--- config.mk ---
export PLATFORM = sky130hd
export DESIGN_NAME = if_stage
export DESIGN_NICKNAME = d
export VERILOG_FILES = /design/src/rtl/if_stage.sv
export SDC_FILE = /design/constraint.sdc
export NUM_CORES = 1
export LEC_CHECK = 0
export ABC_AREA = 1
export BUFFER_PORTS_ARGS = -buffer_cell sky130_fd_sc_hd__buf_2
export CAP_MARGIN = 30
export CORE_AREA = 4 4 138 140
export CTS_BUF_LIST = sky130_fd_sc_hd__clkbuf_4
export DETAILED_ROUTE_END_ITERATION = 6
export DIE_AREA = 0 0 142 144
export HOLD_SLACK_MARGIN = 0.06
export PLACE_DENSITY = 0.7
export SKIP_LAST_GASP = 1
export SLEW_MARGIN = 25
export SYNTH_ARGS = -nofsm -noshare
export SYNTH_HDL_FRONTEND = slang
export SYNTH_SLANG_ARGS = --single-unit
--- constraint.sdc ---
create_clock -name clk -period 4.5 [get_ports clk]
set_clock_uncertainty 0.1 [all_clocks]
set_input_delay 0 -clock clk [delete_from_list [all_inputs] [get_ports clk]]
set_output_delay 0 -clock clk [all_outputs]
set_load 0.02 [all_outputs]
--- src/rtl/if_stage.sv ---
// Instruction-fetch stage: PC, imem request/ack handshake and the IF/ID register.
// Optional performance counters are built when IF_PERF_CNT_EN is defined.
module if_stage #(
    parameter int unsigned       ADDR_W   = 32,
    parameter int unsigned       INSTR_W  = 32,
    parameter logic [ADDR_W-1:0] RESET_PC = '0,
    parameter int unsigned       PC_STEP  = 4
) (
    input  logic               clk,
    input  logic               rst,
    input  logic               freeze,
    input  logic               branch_taken,
    input  logic [ADDR_W-1:0]  branch_target,
    output logic               imem_req,
    output logic [ADDR_W-1:0]  imem_addr,
    input  logic               imem_ack,
    input  logic [INSTR_W-1:0] imem_rdata,
    output logic [ADDR_W-1:0]  if_pc,
    output logic [INSTR_W-1:0] if_instr,
    output logic               if_valid,
    output logic [31:0]        perf_fetch_cnt,
    output logic [31:0]        perf_stall_cnt
);

    // Handshake: a fetch completes on any rising edge where imem_req and imem_ack are both 1;
    // imem_addr stays put while imem_req is high and no ack has arrived.
    typedef enum logic [1:0] {
        S_REQ   = 2'd0,
        S_HOLD  = 2'd1,
        S_DRAIN = 2'd2
    } state_t;

    state_t               r_state;
    logic [ADDR_W-1:0]    r_pc;
    logic [ADDR_W-1:0]    r_addr;
    logic [INSTR_W-1:0]   r_hold;
    logic [ADDR_W-1:0]    r_if_pc;
    logic [INSTR_W-1:0]   r_if_instr;
    logic                 r_if_valid;

    state_t               w_state_nxt;
    logic [ADDR_W-1:0]    w_pc_nxt;
    logic [ADDR_W-1:0]    w_pc_inc;
    logic [ADDR_W-1:0]    w_addr_nxt;
    logic                 w_hold_load;
    logic                 w_if_load;
    logic [ADDR_W-1:0]    w_if_pc_nxt;
    logic [INSTR_W-1:0]   w_if_instr_nxt;
    logic                 w_if_valid_nxt;

    assign w_pc_inc = r_pc + ADDR_W'(PC_STEP);

    always_comb begin
        w_state_nxt    = r_state;
        w_pc_nxt       = r_pc;
        w_hold_load    = 1'b0;
        w_if_load      = 1'b0;
        w_if_pc_nxt    = r_pc;
        w_if_instr_nxt = '0;
        w_if_valid_nxt = 1'b0;

        if (branch_taken) begin
            // Redirect wins over freeze; an unacked request must still be drained.
            w_pc_nxt  = branch_target;
            w_if_load = 1'b1;
            case (r_state)
                S_REQ:   w_state_nxt = imem_ack ? S_REQ : S_DRAIN;
                S_HOLD:  w_state_nxt = S_REQ;
                S_DRAIN: w_state_nxt = imem_ack ? S_REQ : S_DRAIN;
                default: w_state_nxt = S_REQ;
            endcase
        end else begin
            case (r_state)
                S_REQ: begin
                    if (imem_ack && !freeze) begin
                        w_if_load      = 1'b1;
                        w_if_instr_nxt = imem_rdata;
                        w_if_valid_nxt = 1'b1;
                        w_pc_nxt       = w_pc_inc;
                    end else if (imem_ack && freeze) begin
                        w_hold_load = 1'b1;
                        w_state_nxt = S_HOLD;
                    end else if (!freeze) begin
                        w_if_load = 1'b1;
                    end
                end
                S_HOLD: begin
                    if (!freeze) begin
                        w_if_load      = 1'b1;
                        w_if_instr_nxt = r_hold;
                        w_if_valid_nxt = 1'b1;
                        w_pc_nxt       = w_pc_inc;
                        w_state_nxt    = S_REQ;
                    end
                end
                S_DRAIN: begin
                    w_if_load = 1'b1;
                    if (imem_ack) begin
                        w_state_nxt = S_REQ;
                    end
                end
                default: w_state_nxt = S_REQ;
            endcase
        end
    end

    // While draining, the stale address must stay on the bus until it is acked.
    assign w_addr_nxt = (w_state_nxt == S_DRAIN) ? r_addr : w_pc_nxt;

    always_ff @(posedge clk) begin
        if (rst) begin
            r_state    <= S_REQ;
            r_pc       <= RESET_PC;
            r_addr     <= RESET_PC;
            r_hold     <= '0;
            r_if_pc    <= '0;
            r_if_instr <= '0;
            r_if_valid <= 1'b0;
        end else begin
            r_state <= w_state_nxt;
            r_pc    <= w_pc_nxt;
            r_addr  <= w_addr_nxt;
            if (w_hold_load) begin
                r_hold <= imem_rdata;
            end
            if (w_if_load) begin
                r_if_pc    <= w_if_pc_nxt;
                r_if_instr <= w_if_instr_nxt;
                r_if_valid <= w_if_valid_nxt;
            end
        end
    end

    assign imem_req  = !rst && (r_state != S_HOLD);
    assign imem_addr = r_addr;
    assign if_pc     = r_if_pc;
    assign if_instr  = r_if_instr;
    assign if_valid  = r_if_valid;

`ifdef IF_PERF_CNT_EN
    logic [31:0] r_fetch_cnt;
    logic [31:0] r_stall_cnt;
    logic        w_stall;

    assign w_stall = freeze || (r_state == S_DRAIN) || ((r_state == S_REQ) && !imem_ack);

    always_ff @(posedge clk) begin
        if (rst) begin
            r_fetch_cnt <= '0;
            r_stall_cnt <= '0;
        end else begin
            if (w_if_load && w_if_valid_nxt) begin
                r_fetch_cnt <= r_fetch_cnt + 32'd1;
            end
            if (w_stall) begin
                r_stall_cnt <= r_stall_cnt + 32'd1;
            end
        end
    end

    assign perf_fetch_cnt = r_fetch_cnt;
    assign perf_stall_cnt = r_stall_cnt;
`else
    assign perf_fetch_cnt = 32'd0;
    assign perf_stall_cnt = 32'd0;
`endif

endmodule

==> summary.txt, run 1 <==
Power and ir drop
  – P_leak: 0.00482 µW
  – Worst ir drop on vdd: 0.160 mV
  – Cell Pwr Density: 296 mW/mm²

Timing
  – Slew Viols, Final: 0
  – Hold Fails Final Rpt: 0
  – Final min period: 3.27 ns
  – Max frequency: 306 MHz
  – RSZ-0062 raised after global routing: no
  – Setup-failing EPs final: 0
  – Final setup TNS: 0 ns
  – Slew margin rel.: 0.373
  – Fin crit share: 0.727
  – Worst-Margin Slew: 0.940 ns

Routing
  – Remaining DRCs: 0
  – Via/cell ratio: 4.94
  – Drt total wl: 24700 µm
  – Detailed Routing Iterations Pass 1: 7
  – Via count: 8366
  – Antenna Nets Post-Route: 0
  – Initial drt markers: 623
  – Routed len/inst: 14.6 µm

Clock network
  – Clock Tree Root: clkbuf_4
  – CTS tree: yes
  – Clock Latency Late Sink: 0.61 ns
  – Clock transition at the registers of the reported paths: 0.15 ns
  – Post-CTS setup buffers: 0
  – CTS max path bufs: 2
  – H-tree levels: 4
  – CTS buffer count: 17
  – # clock sinks: 163

Setup path
  – Kind of cell adding the most delay to the critical path: buffers and inverters
  – Crit path cell chain: nor2_4 -> nand4_1 -> buf_4 -> o21ai_0 -> dlygate4sd3_1 -> a21oi_1 -> dlygate4sd3_1
  – CP max stage delay: 0.96 ns
  – Startpoint Class: flop
  – Required time worst endpoint: 4.95 ns
  – Critical Path Source: r_state[1]
  – Arr. time, crit path: 3.72 ns
  – Worst path slowest cell: dfxtp_1
  – Kind of critical path: flop to flop
  – Buf/Inv on CP: 3
  – CP Capture Type: flop
  – CP dominant cell by count: dlygate4sd3_1
  – RR Startpoint: r_state[1]
  – Crit-path max FO: 64

Die
  – Die H: 144 µm
  – Row Count: 49
  – Initial core utilization: 0.444
  – Die Area: 0.0204 mm²
  – Die span in x: 142 µm
  – Top Ports: 231
  – Core footprint: 0.0178 mm²

Layout
  – Commonest non-fill, non-tap cell in the layout: nand2_1
  – FF/Latch Area: 0.00326 mm²
  – Layout cells sized above 1: 0.158
  – Nets: 1518
  – Most frequent cells in the layout: nand2_1, buf_2, dfxtp_1
  – Area delta synth->final: 28.9%
  – Fillers: 1675
  – Multi-input gate area: 0.00369 mm²
  – Final cell count without fillers: 1692

Logic synthesis
  – Number of flops mapped to enable cells by yosys: 0
  – Syn Std Cell Area: 0.00793 mm²
  – #FFs+latches synth: 163
  – Mapped Cells: 1179
  – Synth unique cells: 34
  – Sequential-to-total area share from yosys stat: 0.412
  – Asr flop ratio synth: 0
  – Post-synth top flop: dfxtp_1
  – Syn. warnings: 0
  – Synthesized area per cell: 6.72 µm²

Global routing
  – Remaining global-route overflow: 0
  – Overall global routing resource usage: 0.238
  – Number of global-route vias before repair: 7979
  – Largest net degree at the start of global routing: 68
  – Initial antenna violation count: 1
  – First-pass GRT wire length: 39200 µm

Placed design
  – PortBufs: 166
  – Final GP Congestion: 0.991
  – Final HPWL DP: 15500 µm
  – Post-Place Cells: 1521

Min path
  – Hold wc startpoint: branch_target[21]
  – Worst hold path type: input port to flop

Flow run
  – Number of max-cap violations: 0

Run status
  – Status: finished clean
sequential cells by signal (all words and copies together) (netlist names):
register,cells
if_instr,32
if_pc,32
if_valid,1
imem_addr,32
r_hold,32
r_pc,32
r_state,2
final timing paths:
check / to / slack, ns / cells past startpoint
worst min register to register: if_instr[4] / 0.37 / 2
worst max-delay path: r_hold[17] / 1.23 / 7
worst min-delay path: r_pc[21] / 0.15 / 6
worst max register to register: r_hold[17] / 1.23 / 7
logic make-up after synthesis:
family,after synthesis,synth area share
fa+ha+maj,1,0.00158
buf+inv,251,0.153
simple gates,462,0.235
compound gates,301,0.198
other cells,1,0.000473
flops,163,0.412
synth_stat cells, types with 5 or more instances:
master    instances  area share
nor2_2           10      0.0079
dfxtp_1         163        0.41
buf_2            12      0.0076
inv_1           121       0.057
buf_4            65       0.062
nand3_1          41       0.026
a21oi_1         144       0.091
o21ai_0         135       0.085
inv_2             5      0.0024
nand2_1         266        0.13
nor2_1          131       0.062
clkbuf_1         41       0.019
metrics by stage:
stage / hold WS [ns] / power (µW) / utilization / worst slack [ns] / cell area, µm²
after global placement: 0.189 / 2150 / 0.482 / 1.76 / 8600
after floorplan: -0.0100 / 2030 / - / 2.83 / 8160
after CTS: 0.107 / 3030 / 0.572 / 1.28 / 10200
after detailed placement: 0.196 / 2160 / 0.482 / 1.67 / 8600
final: 0.146 / 3020 / 0.573 / 1.23 / 10200
after global routing: 0.196 / 3170 / 0.573 / 1.04 / 10200
worst min-delay path, cell delays in order:
cell	delay, ns
dlygate4sd3_1	0.51
buf_2	0.09
o21ai_0	0.07
inv_1	0.05
nand2_1	0.06
inv_1	0.05
metal layers:
metal / GRT usage / vias to the layer above / routed length, µm
li1: - / 4189 / -
met1: 0.292 / 3786 / 10500
met2: 0.412 / 328 / 11800
met3: 0.0463 / 63 / 1560
met4: 0.0955 / 0 / 790
met5: 0 / - / 0
where the power goes:
| part | leakage, µW | total [µW] | internal, µW | switching, µW |
|---|---|---|---|---|
| Sequential | 0.00134 | 1600 | 1540 | 65.8 |
| Combinational | 0.00336 | 630 | 235 | 395 |
| Clock | 0.000116 | 788 | 219 | 569 |
area by class of cell:
type,instances,area share
well taps,229,0.0280
diodes,2,0.000490
clock inverters,15,0.0109
flip-flops and latches,163,0.319
clock buffers,17,0.0125
repair buffers,310,0.221
inverters,128,0.0470
multi-input cells,828,0.361
what timing repair did:
action	in CTS	in global routing
hold endpoints to repair	150	0
hold buffers	137	0
resized for setup	0	0
Note: power is estimated with default switching activity, not from simulation.
==> inputs of run 2 (changes only) <==
ABC_AREA = 0   (was 1)
CORE_AREA = 4 4 132 134   (was 4 4 138 140)
DIE_AREA = 0 0 136 138   (was 0 0 142 144)
PLACE_DENSITY = 0.71   (was 0.7)
clock period = 3.03 ns   (was 4.5 ns; I/O delays follow)
==> run 2 against run 1 <==
  * Flip-flop and latch count unchanged
  * Global-route usage decreased by 1.1 points
  * Critical endpoint is now r_pc[24]
  * Die area decreased by 8.2%
  * Hold slack improved by 0.046 ns
  * Worst setup slack got worse by 1.1 ns
  * Maximum frequency increased by 12%
  * Core utilization increased by 0.97 points
  * Total power increased by 44%
  * Largest cell class unchanged
  * Clock-buffer cell count increased by 2
  * Sequential share of layout area increased by 2.5 points
  * First-iteration DRC count decreased by 17%
  * Combinational power increased by 18%
==> summary.txt, run 2 <==
Layout
  – Final cell count without fillers: 1398 (-17%)
  – Layout cells sized above 1: 0.198 (+0.0399)
  – Commonest non-fill, non-tap cell in the layout: buf_2
  – Multi-input gate area: 0.00343 mm² (-6.9%)
  – Area delta synth->final: 31.4%
  – FF/Latch Area: 0.00327 mm² (about the same)
  – Nets: 1234 (-19%)
  – Most frequent cells in the layout: buf_2, nand2_1, dfxtp_1
  – Fillers: 1531 (-8.6%)
  – Final core utilization: 0.582 (+0.00970)

Timing
  – Hold Fails Final Rpt: 0 (unchanged)
  – Fin crit share: 0.968 (+0.241)
  – Slew Viols, Final: 0 (unchanged)
  – RSZ-0062 raised after global routing: yes
  – Final min period: 2.93 ns (-0.339 ns)
  – Slew margin rel.: 0.385 (+0.0119)
  – Worst-Margin Slew: 0.920 ns (-0.0199 ns)
  – Max frequency: 341 MHz (+12%)
  – Setup-failing EPs final: 0 (unchanged)

Logic synthesis
  – Mux cell area share after synthesis: 0.0127 (+0.0127)
  – Mapped Cells: 898 (-24%)
  – Asr flop ratio synth: 0 (unchanged)
  – Ranking of synthesized cells by area: dfxtp_1, nand2_1, a21oi_1
  – Compound-Gate Fraction of Synth Area: 0.175 (-0.0226)
  – Top cell type by total area after synthesis: dfxtp_1
  – Syn. warnings: 0 (unchanged)
  – Post-Synth Simple-Gate Area: 0.230 (-0.00525)
  – #FFs+latches synth: 163 (unchanged)
  – Sequential-to-total area share from yosys stat: 0.452 (+0.0403)
  – Largest family of logic cells by synthesized area: simple AND/OR/NAND/NOR gates
  – Post-synth top flop: dfxtp_1
  – Count leader, synth: nand2_1
  – Number of flops mapped to enable cells by yosys: 0 (unchanged)
  – XOR/XNOR Fraction of Synth Area: 0.0194 (+0.0194)
  – Synth unique cells: 60 (+76%)
  – Adder-Cell Fraction of Synth Area: 0.00173 (+0.000155)
  – Synth cell count leaders: nand2_1, dfxtp_1, nor2_1
  – Synthesized area per cell: 8.04 µm² (+20%)
  – Top-area cell type share of the netlist area: 0.452 (+0.0403)
  – Syn Std Cell Area: 0.00722 mm² (-8.9%)

Setup path
  – RR Startpoint: r_pc[2]
  – Critical Path Source: r_pc[2]
  – Buf/Inv on CP: 1 (-2)
  – Kind of cell adding the most delay to the critical path: simple AND/OR/NAND/NOR gates
  – CP Capture Type: flop
  – Cells on worst reg2reg path: 8 (+1)
  – Worst path slowest cell: or4_4
  – Required time worst endpoint: 3.43 ns (-1.52 ns)
  – CP max stage delay: 0.58 ns (-0.38 ns)
  – Startpoint Class: flop
  – R2R Setup Slk: 0.1 ns (-1.13 ns)
  – Crit path cell chain: ha_1 -> nand3_2 -> or2_1 -> or4_4 -> or3_1 -> nand3_1 -> o211a_1 -> dlygate4sd3_1
  – Crit-path max FO: 7 (-89%)
  – Critical R2R Capture: r_pc[24]
  – Kind of critical path: flop to flop
  – Arr. time, crit path: 3.33 ns (-0.39 ns)

Clock network
  – Clock transition at the registers of the reported paths: 0.14 ns (about the same)
  – H-tree levels: 4 (unchanged)
  – # clock sinks: 163 (unchanged)
  – CTS buffer count: 17 (unchanged)
  – Clock Tree Root: clkbuf_4
  – CTS max path bufs: 2 (unchanged)
  – Clock Latency Late Sink: 0.54 ns (-0.07 ns)
  – CTS tree: yes

Global routing
  – First-pass GRT wire length: 34600 µm (-12%)
  – Largest net degree at the start of global routing: 52 (-24%)
  – Number of global-route vias before repair: 6953 (-13%)
  – Remaining global-route overflow: 0 (unchanged)
  – Initial antenna violation count: 0 (-1)
  – Overall global routing resource usage: 0.227 (-0.0109)

Placed design
  – Final HPWL DP: 14200 µm (-8.8%)
  – PortBufs: 166 (unchanged)
  – Final GP Congestion: 0.913 (-7.9%)
  – Post-Place Cells: 1239 (-19%)

Die
  – Die H: 138 µm (-4.2%)
  – Die span in x: 136 µm (-4.2%)
  – Row Count: 47 (-4.1%)
  – Die Area: 0.0188 mm² (-8.2%)
  – Core footprint: 0.0163 mm² (-8.7%)
  – Top Ports: 231 (unchanged)
  – Initial core utilization: 0.443 (-0.00108)

Min path
  – Hold wc startpoint: branch_target[5]
  – Worst hold path type: input port to flop
  – Hold depth: 4 (-2)
  – WHS Endpoint: r_pc[5]

Flow run
  – Number of max-cap violations: 0 (unchanged)

Run status
  – Status: finished clean

Power and ir drop
  – Worst ir drop on vdd: 0.243 mV (+52%)
  – PnR Total Power: 4350 µW (+44%)
  – Cell Pwr Density: 459 mW/mm² (+55%)
  – P_leak: 0.00397 µW (-18%)

Routing
  – Drt total wl: 21800 µm (-12%)
  – Antenna Nets Post-Route: 0 (unchanged)
  – Via count: 7050 (-16%)
  – Detailed Routing Iterations Pass 1: 5 (-2)
  – Routed len/inst: 15.6 µm (+6.9%)
  – Initial drt markers: 515 (-17%)
  – Remaining DRCs: 0 (unchanged)
  – Via/cell ratio: 5.04 (+2.0%)
==> run 2: worst reg2reg max path: stages, from the launching register on <==
cell and delay [ns]:
dfxtp_2 0.40, ha_1 0.20, nand3_2 0.15, or2_1 0.35, or4_4 0.58, or3_1 0.36
nand3_1 0.10, o211a_1 0.13, dlygate4sd3_1 0.54
==> run 2: layout make-up <==
cell class | instances | area share
multi-input cells | 670 | 0.362
inverters | 4 | 0.00158
diodes | 1 | 0.000264
clock inverters | 13 | 0.0144
repair buffers | 308 | 0.234
flip-flops and latches | 163 | 0.344
clock buffers | 19 | 0.0150
well taps | 220 | 0.0290
==> run 2: worst max path at each step <==
stage	depth (start not counted)	endpoint	slack, ns
floorplan	8	imem_addr[24]	0.55
global placement	7	imem_addr[24]	0.44
detailed placement	7	imem_addr[24]	0.41
CTS	8	r_pc[24]	0.08
global route	8	r_pc[24]	-0.01
finish	8	r_pc[24]	0.1
==> run 2: power breakdown <==
| group | switching, µW | internal, µW | leakage (µW) | total [µW] |
|---|---|---|---|---|
| combinational | 457 | 286 | 0.00250 | 742 |
| clock | 779 | 504 | 0.000136 | 1280 |
| sequential | 80.7 | 2250 | 0.00133 | 2330 |
==> run 2: what timing repair did <==
item,4_1_cts,5_1_grt
gates resized for setup,0,4
hold endpoints to repair,144,0
hold buffers,125,0
setup endpoints to repair,0,5
setup buffers,0,1
==> run 2: cell families (layout without fill, tap and decap cells) <==
family,count (synthesis),in the layout
fa+ha+maj,1,1
simple gates,377,377
mux,9,9
compound gates,203,203
other cells,1,65
xor+xnor,16,16
buf+inv,128,344
flops,163,163
==> run 2: routing by layer <==
metal | up-vias | global-route usage | part of all wire
met5 | - | 0 | 0
met4 | 0 | 0.0801 | 0.023
met3 | 35 | 0.0552 | 0.072
met2 | 247 | 0.374 | 0.47
met1 | 3264 | 0.290 | 0.44
li1 | 3504 | - | -
==> run 2: metrics by stage <==
| stage | setup TNS, ns | instance area [µm²] | setup WS [ns] | hold slack [ns] |
|---|---|---|---|---|
| floorplan | 0 | 7460 | 0.548 | 0.0360 |
| global placement | 0 | 7940 | 0.443 | 0.151 |
| detailed placement | 0 | 7940 | 0.411 | 0.158 |
| CTS | 0 | 9470 | 0.0832 | 0.140 |
| global route | -0.0126 | 9490 | -0.0126 | 0.205 |
| finish | 0 | 9490 | 0.0963 | 0.192 |
